## src/rtl/dictr_pkg.sv

```systemverilog
// Shared constants and state encoding for the dictr command parser.
// Holds the ASCII codes it recognises and the maximum digit value for each load field.
package dictr_pkg;

    localparam logic [7:0] ASCII_CR   = 8'h0D;
    localparam logic [7:0] ASCII_ESC  = 8'h1B;
    localparam logic [7:0] ASCII_S_UP = 8'h53;
    localparam logic [7:0] ASCII_S_LO = 8'h73;
    localparam logic [7:0] ASCII_L_UP = 8'h4C;
    localparam logic [7:0] ASCII_L_LO = 8'h6C;
    localparam logic [7:0] ASCII_ZERO = 8'h30;

    localparam logic [3:0] MAX_TENS = 4'd5;
    localparam logic [3:0] MAX_ONES = 4'd9;

    typedef enum logic [2:0] {
        IDLE    = 3'd0,
        GET_MT  = 3'd1,
        GET_MO  = 3'd2,
        GET_ST  = 3'd3,
        GET_SO  = 3'd4,
        WAIT_CR = 3'd5
    } parser_state_t;

    // Tens fields of minutes/seconds stop at 5; ones fields run to 9.
    function automatic logic [3:0] max_digit_for(input parser_state_t s);
        return (s == GET_MT || s == GET_ST) ? MAX_TENS : MAX_ONES;
    endfunction

endpackage

```

## src/rtl/dictr_digit_check.sv

```systemverilog
// Converts an ASCII byte to BCD and checks that it is a decimal digit
// no greater than max_digit.
module dictr_digit_check
    import dictr_pkg::*;
(
    input  logic [7:0] ascii,
    input  logic [3:0] max_digit,
    output logic [3:0] bcd,
    output logic       in_range
);

    logic [7:0] offset;

    assign offset   = ascii - ASCII_ZERO;
    assign bcd      = offset[3:0];
    assign in_range = (ascii >= ASCII_ZERO) && (offset <= {4'd0, max_digit});

endmodule

```

## src/rtl/dictr_cmd_parser.sv

```systemverilog
// UART command parser: 'S' starts the clock, CR stops it, and "Lmmss<CR>"
// loads a time value; every output pulse is registered.
module dictr_cmd_parser
    import dictr_pkg::*;
#(
    parameter logic [23:0] TIMEOUT_CYC = 24'd12_000_000
) (
    input  logic       clk,
    input  logic       rst,
    input  logic [7:0] rx_data,
    input  logic       rx_data_rdy,
    output logic       det_S,
    output logic       det_cr,
    output logic       ld_valid,
    output logic [3:0] ld_Mtens,
    output logic [3:0] ld_Mones,
    output logic [3:0] ld_Stens,
    output logic [3:0] ld_Sones,
    output logic       parse_err,
    output logic       busy
);

    parser_state_t state, state_next;
    logic [23:0]   idle_cnt;
    logic [3:0]    dig_mt, dig_mo, dig_st, dig_so;
    logic [3:0]    mt_next, mo_next, st_next, so_next;
    logic          det_s_next, det_cr_next, ld_valid_next, parse_err_next;
    logic [3:0]    bcd;
    logic          in_range;
    logic          timeout;

    dictr_digit_check u_digit_check (
        .ascii     (rx_data),
        .max_digit (max_digit_for(state)),
        .bcd       (bcd),
        .in_range  (in_range)
    );

    assign busy = (state != IDLE);

    // A byte arriving in the timeout cycle wins; the timeout is dropped.
    assign timeout = busy && !rx_data_rdy && (idle_cnt == TIMEOUT_CYC - 24'd1);

    always_comb begin
        // NOTE: every output gets a default first so no path leaves one unassigned and infers a latch.
        state_next     = state;
        det_s_next     = 1'b0;
        det_cr_next    = 1'b0;
        ld_valid_next  = 1'b0;
        parse_err_next = 1'b0;
        mt_next        = dig_mt;
        mo_next        = dig_mo;
        st_next        = dig_st;
        so_next        = dig_so;

        if (rx_data_rdy) begin
            unique case (state)
                IDLE: begin
                    if (rx_data == ASCII_S_UP || rx_data == ASCII_S_LO)
                        det_s_next = 1'b1;
                    else if (rx_data == ASCII_CR)
                        det_cr_next = 1'b1;
                    else if (rx_data == ASCII_L_UP || rx_data == ASCII_L_LO)
                        state_next = GET_MT;
                end
                GET_MT, GET_MO, GET_ST, GET_SO: begin
                    if (rx_data == ASCII_ESC) begin
                        state_next = IDLE;
                    end else if (in_range) begin
                        unique case (state)
                            GET_MT:  begin mt_next = bcd; state_next = GET_MO;  end
                            GET_MO:  begin mo_next = bcd; state_next = GET_ST;  end
                            GET_ST:  begin st_next = bcd; state_next = GET_SO;  end
                            default: begin so_next = bcd; state_next = WAIT_CR; end
                        endcase
                    end else begin
                        parse_err_next = 1'b1;
                        state_next     = IDLE;
                    end
                end
                WAIT_CR: begin
                    state_next = IDLE;
                    if (rx_data == ASCII_CR)
                        ld_valid_next = 1'b1;
                    else if (rx_data != ASCII_ESC)
                        parse_err_next = 1'b1;
                end
                default: state_next = IDLE;
            endcase
        end else if (timeout) begin
            parse_err_next = 1'b1;
            state_next     = IDLE;
        end
    end

    always_ff @(posedge clk) begin
        // NOTE: sequential state uses non-blocking assignments so every flop samples pre-edge values.
        if (rst) begin
            state     <= IDLE;
            det_S     <= 1'b0;
            det_cr    <= 1'b0;
            ld_valid  <= 1'b0;
            parse_err <= 1'b0;
            dig_mt    <= 4'd0;
            dig_mo    <= 4'd0;
            dig_st    <= 4'd0;
            dig_so    <= 4'd0;
            ld_Mtens  <= 4'd0;
            ld_Mones  <= 4'd0;
            ld_Stens  <= 4'd0;
            ld_Sones  <= 4'd0;
        end else begin
            state     <= state_next;
            det_S     <= det_s_next;
            det_cr    <= det_cr_next;
            ld_valid  <= ld_valid_next;
            parse_err <= parse_err_next;
            dig_mt    <= mt_next;
            dig_mo    <= mo_next;
            dig_st    <= st_next;
            dig_so    <= so_next;
            // Outputs only change on a completed load, so partial digits never leak.
            if (ld_valid_next) begin
                ld_Mtens <= mt_next;
                ld_Mones <= mo_next;
                ld_Stens <= st_next;
                ld_Sones <= so_next;
            end
        end
    end

    always_ff @(posedge clk) begin
        if (rst || rx_data_rdy || !busy)
            idle_cnt <= 24'd0;
        else
            idle_cnt <= idle_cnt + 24'd1;
    end

endmodule

```

## config.mk

```make
export PLATFORM = sky130hd
export DESIGN_NAME = dictr_cmd_parser
export DESIGN_NICKNAME = d
export VERILOG_FILES = /design/src/rtl/dictr_pkg.sv /design/src/rtl/dictr_digit_check.sv /design/src/rtl/dictr_cmd_parser.sv
export SDC_FILE = /design/constraint.sdc
export NUM_CORES = 1
export LEC_CHECK = 0
export BUFFER_PORTS_ARGS = -buffer_cell sky130_fd_sc_hd__buf_2
export CORE_MARGIN = 2
export CORE_UTILIZATION = 50
export DETAILED_ROUTE_END_ITERATION = 10
export PLACE_DENSITY = 0.78
export SYNTH_ARGS = -nofsm -noshare
export SYNTH_HDL_FRONTEND = slang
export SYNTH_HIERARCHICAL = 1
export SYNTH_SLANG_ARGS = --single-unit
```

## constraint.sdc

```tcl
create_clock -name clk -period 3.7 [get_ports clk]
set_clock_uncertainty 0.2 [all_clocks]
set_input_delay 0.74 -clock clk [delete_from_list [all_inputs] [get_ports clk]]
set_output_delay 0.74 -clock clk [all_outputs]
set_load 0.02 [all_outputs]
```

==> flow_summary.html <==
<table>
<tr><th>Metric</th><th>Value</th></tr>
<tr><th colspan="2">Floorplanning</th></tr>
<tr><td>Overall die area</td><td>between 6000 and 7000 µm²</td></tr>
<tr><td>I/O Pins</td><td>32</td></tr>
<tr><td>Die Ht</td><td>80.06 µm</td></tr>
<tr><td>DIE WIDTH</td><td>roughly 80 µm</td></tr>
<tr><td>Initial core utilization</td><td>0.5221</td></tr>
<tr><td>Placement Rows</td><td>27</td></tr>
<tr><td>Core region area</td><td>about 5500 µm²</td></tr>
<tr><th colspan="2">Critical path</th></tr>
<tr><td>Start of the worst register-to-register path</td><td>state[0]</td></tr>
<tr><td>Data required time of the critical path</td><td>3.70 ns</td></tr>
<tr><td>Critical path class</td><td>reg2reg</td></tr>
<tr><td>Critical Path Sink Type</td><td>flop</td></tr>
<tr><td>Arrival @ worst endpoint</td><td>roughly 3 ns</td></tr>
<tr><td>Critical path launch point</td><td>state[0]</td></tr>
<tr><td>RR Endpoint</td><td>dig_mt[2]</td></tr>
<tr><td>Critical-path maximum fanout</td><td>8</td></tr>
<tr><td>Critical Path Source Type</td><td>flop</td></tr>
<tr><td>FF-to-FF path depth</td><td>12</td></tr>
<tr><td>Reg2reg setup slack</td><td>0.74 ns</td></tr>
<tr><th colspan="2">Clocking</th></tr>
<tr><td>Inserted Clock Buffers</td><td>9</td></tr>
<tr><td>Clock tree from TritonCTS</td><td>built</td></tr>
<tr><td>Setup bufs post-CTS</td><td>0</td></tr>
<tr><td>Maximum root-to-sink buffer count</td><td>2</td></tr>
<tr><td>H-tree levels</td><td>3</td></tr>
<tr><td>Clock network latency to the later pin of the worst-skew pair</td><td>~0.34 ns</td></tr>
<tr><td>CTS sink cnt</td><td>63</td></tr>
<tr><td>Clock transition at the registers of the reported paths</td><td>0.06 ns</td></tr>
<tr><td>Number of gates resized after cts</td><td>0</td></tr>
<tr><td>CTS root buf</td><td>sky130_fd_sc_hd__clkbuf_8</td></tr>
<tr><td>Hold buffer count at CTS</td><td>0</td></tr>
<tr><th colspan="2">Drt</th></tr>
<tr><td>Routed Wire Length</td><td>5.676 mm</td></tr>
<tr><td>Routed length on met1</td><td>2.522 mm</td></tr>
<tr><td>1st-iter DRT viols</td><td>66</td></tr>
<tr><td>Routed length per placed instance</td><td>~14 µm</td></tr>
<tr><td>Drt via density</td><td>5.493</td></tr>
<tr><td>Final antenna-violating net count</td><td>0</td></tr>
<tr><td>Top layer used by detailed routing</td><td>met4</td></tr>
<tr><td>First-pass DRT Iterations</td><td>4</td></tr>
<tr><td>Met3 wire length</td><td>221 µm</td></tr>
<tr><td>Vias</td><td>2,274</td></tr>
<tr><td>Wire length on met2</td><td>around 2.8 mm</td></tr>
<tr><td>DRC violations left</td><td>0</td></tr>
<tr><th colspan="2">Hold path</th></tr>
<tr><td>Min-delay src</td><td>idle_cnt[23]</td></tr>
<tr><td>Worst min-delay path category</td><td>reg2reg</td></tr>
<tr><td>Hold-critical path depth</td><td>2</td></tr>
<tr><td>End point of the most critical hold path</td><td>idle_cnt[23]</td></tr>
<tr><th colspan="2">Cells and area</th></tr>
<tr><td>Nets</td><td>between 300 and 400</td></tr>
<tr><td>Antenna diodes</td><td>0</td></tr>
<tr><td>Layout filler cell count</td><td>521</td></tr>
<tr><td>Share of cells above drive strength 1</td><td>0.1725</td></tr>
<tr><td>Area Overhead vs Synth</td><td>12.80%</td></tr>
<tr><th colspan="2">Yosys</th></tr>
<tr><td>Flip-flop and latch count after synthesis</td><td>63</td></tr>
<tr><td>Gate count after technology mapping</td><td>308</td></tr>
<tr><td>Main combinational cell family by area after synthesis</td><td>simple AND/OR/NAND/NOR gates</td></tr>
<tr><td>Count of cell types in the netlist</td><td>52</td></tr>
<tr><td>Fraction of the mapped netlist area in simple logic gates</td><td>0.2465</td></tr>
<tr><td>Yosys warning total</td><td>6</td></tr>
<tr><td>Number of enable-type register cells in the synthesized netlist</td><td>0</td></tr>
<tr><td>Share of async-settable or async-resettable flops after synthesis</td><td>0</td></tr>
<tr><td>Cell with the most instances after synthesis</td><td>sky130_fd_sc_hd__dfxtp_1</td></tr>
<tr><td>Post-synth net total</td><td>324</td></tr>
<tr><td>Synthesized-area fraction occupied by ao, oa, aoi and oai cells</td><td>0.09905</td></tr>
<tr><td>Share of synthesized cell area in full adder, half adder and majority cells</td><td>0.02163</td></tr>
<tr><td>Top_reg_cell synth</td><td>sky130_fd_sc_hd__dfxtp_1</td></tr>
<tr><td>Mean post-synth cell area</td><td>9.392 µm²</td></tr>
<tr><td>Cell area after synthesis</td><td>2893 µm²</td></tr>
<tr><td>Area share of the largest cell type after synthesis</td><td>0.4360</td></tr>
<tr><td>Mux contribution to synthesized area</td><td>0.1146</td></tr>
<tr><td>Cell accounting for the most synthesized area</td><td>sky130_fd_sc_hd__dfxtp_1</td></tr>
<tr><td>Synth top cells by count</td><td>sky130_fd_sc_hd__dfxtp_1, sky130_fd_sc_hd__nor2_1, sky130_fd_sc_hd__mux2i_1, sky130_fd_sc_hd__a21oi_1, sky130_fd_sc_hd__nand2_1</td></tr>
<tr><td>Sequential fraction of the synthesis area</td><td>0.4360</td></tr>
<tr><td>Xor and xnor area share after synthesis</td><td>0.03330</td></tr>
<tr><td>Ranking of synthesized cells by area</td><td>sky130_fd_sc_hd__dfxtp_1, sky130_fd_sc_hd__mux2i_1, sky130_fd_sc_hd__nor2_1, sky130_fd_sc_hd__a21oi_1, sky130_fd_sc_hd__ha_1</td></tr>
<tr><th colspan="2">Placed design</th></tr>
<tr><td>Port-buffer cells</td><td>31</td></tr>
<tr><td>HPWL Detailed</td><td>4.026 mm</td></tr>
<tr><td>Final Wtd Congestion</td><td>0.8733</td></tr>
<tr><th colspan="2">STA</th></tr>
<tr><td>Total of endpoints with negative setup slack in the final report</td><td>0</td></tr>
<tr><td>Worst Tran Pin Value</td><td>slightly below 0.9 ns</td></tr>
<tr><td>Count of pins over their slew limit</td><td>0</td></tr>
<tr><td>Max-slew headroom at the worst pin</td><td>0.4067</td></tr>
<tr><td>Min Clock Period, post-route</td><td>2.964 ns</td></tr>
<tr><td>Final count of hold timing violations</td><td>0</td></tr>
<tr><td>Final worst-path cycle share</td><td>0.8011</td></tr>
<tr><td>Unrepaired setup endpoints after global routing</td><td>no</td></tr>
<tr><td>Post-route setup TNS</td><td>0 ns</td></tr>
<tr><td>Fmax achieved</td><td>337.4 MHz</td></tr>
<tr><th colspan="2">GRT</th></tr>
<tr><td>Via count of the first global-routing pass</td><td>2,094</td></tr>
<tr><td>Tot GR Track Use</td><td>0.1985</td></tr>
<tr><td>First-pass GRT wire length</td><td>9.811 mm</td></tr>
<tr><td>Grt ovf</td><td>0</td></tr>
<tr><td>Pin count of the biggest net entering global routing</td><td>39</td></tr>
<tr><td>Initial antenna violation count</td><td>0</td></tr>
<tr><th colspan="2">Pwr</th></tr>
<tr><td>Comb power frac</td><td>0.030</td></tr>
<tr><td>Switching part of the total power</td><td>0.2124</td></tr>
<tr><td>Total Power</td><td>around 1300 µW</td></tr>
<tr><td>Sequential share of power</td><td>0.525</td></tr>
<tr><td>LEAKAGE</td><td>0.001195 µW</td></tr>
<tr><td>Switching Power</td><td>274.6 µW</td></tr>
<tr><td>Clock power share</td><td>0.445</td></tr>
<tr><td>Max IR drop VDD</td><td>0.3385 mV</td></tr>
<tr><td>Internal power summed over all cells</td><td>1018 µW</td></tr>
<tr><td>PD cells</td><td>396.1 nW/µm²</td></tr>
<tr><th colspan="2">Run status</th></tr>
<tr><td>Run status</td><td>finished clean</td></tr>
<tr><th colspan="2">Run</th></tr>
<tr><td>Max-Cap Viols</td><td>0</td></tr>
</table>
==> sequential cells by signal, indices dropped and copies added (netlist names) <==
| signal | count |
|---|---|
| idle_cnt | 24 |
| dig_mo | 4 |
| dig_mt | 4 |
| dig_so | 4 |
| dig_st | 4 |
| ld_Mones | 4 |
| ld_Mtens | 4 |
| ld_Sones | 4 |
| ld_Stens | 4 |
| state | 3 |
| det_S | 1 |
| det_cr | 1 |
| ld_valid | 1 |
| parse_err | 1 |
==> cells by family after synthesis <==
kind of cell,Yosys count
flops,63
simple gates,127
mux,33
other cells,2
buf+inv,25
fa+ha+maj,5
xor+xnor,11
compound gates,42
==> per-layer routing <==
| layer | vias to the layer above | GRT usage |
|---|---|---|
| met4 | 0 | 0.07119 |
| met1 | 1065 | 0.2343 |
| met5 | - | 0 |
| li1 | 1158 | - |
| met3 | 10 | 0.05843 |
| met2 | 41 | 0.3408 |
==> cells in the final DEF (no fill, tap or decap), drive strengths merged, types with 8 or more instances in the layout <==
| master | count |
|---|---|
| nor2 | 47 |
| nor3 | 8 |
| a21oi | 14 |
| buf | 34 |
| mux2i | 32 |
| o21ai | 9 |
| nand2 | 14 |
| inv | 9 |
| or4 | 8 |
| clkbuf | 12 |
| dfxtp | 63 |
==> worst max path at each step <==
stage / to / slack, ns
floorplan: dig_mo[0] / 0.91
global placement: dig_mt[1] / 0.75
detailed placement: dig_mt[2] / 0.68
CTS: dig_mt[2] / 0.75
global route: dig_mt[3] / 0.53
finish: dig_mt[2] / 0.74
==> final cells by class <==
class / count / area [µm²] / share of cell area
Multi-Input combinational cell: 220 / 1498 / 0.4590
Sequential cell: 63 / 1261 / 0.3865
Timing Repair Buffer: 34 / 190.2 / 0.05828
Clock buffer: 12 / 145.1 / 0.04448
Tap cell: 72 / 90.09 / 0.02761
Clock inverter: 4 / 45.04 / 0.01380
Inverter: 9 / 33.78 / 0.01035
==> through the flow <==
step / setup slack, ns / hold slack, ns / instance area (µm²) / util / cells
after floorplan: 0.9117 / 0.2370 / 2893 / - / 308
after global placement: 0.7521 / 0.2557 / 3073 / 0.5547 / 398
after detailed placement: 0.6824 / 0.2704 / 3073 / 0.5547 / 398
after CTS: 0.7460 / 0.2793 / 3263 / 0.5890 / 414
after global routing: 0.5314 / 0.3150 / 3263 / 0.5890 / 414
final: 0.7359 / 0.2826 / 3263 / 0.5890 / 414
==> worst max-delay path, cell delays in order, from the launching register on <==
cell and delay, ns:
sky130_fd_sc_hd__dfxtp_1 0.48, sky130_fd_sc_hd__inv_1 0.15, sky130_fd_sc_hd__nor2_1 0.16, sky130_fd_sc_hd__inv_1 0.10
sky130_fd_sc_hd__inv_1 0.08, sky130_fd_sc_hd__ha_1 0.25, sky130_fd_sc_hd__a21oi_1 0.16, sky130_fd_sc_hd__a41o_1 0.11
sky130_fd_sc_hd__and3_1 0.24, sky130_fd_sc_hd__nand2_1 0.13, sky130_fd_sc_hd__a2111oi_4 0.49, sky130_fd_sc_hd__mux2i_1 0.24
sky130_fd_sc_hd__nor2_1 0.05
==> power groups by stage <==
stage          combinational [µW]  clock, µW  sequential, µW
2_1_floorplan                25.5          0             693
4_1_cts                      38.6        595             678
5_1_grt                      43.2        628             678
3_3_place_gp                 36.9          0             693
6_report                     38.9        575             678
3_5_place_dp                 38.3          0             693
(Power assumes the default switching activity.)
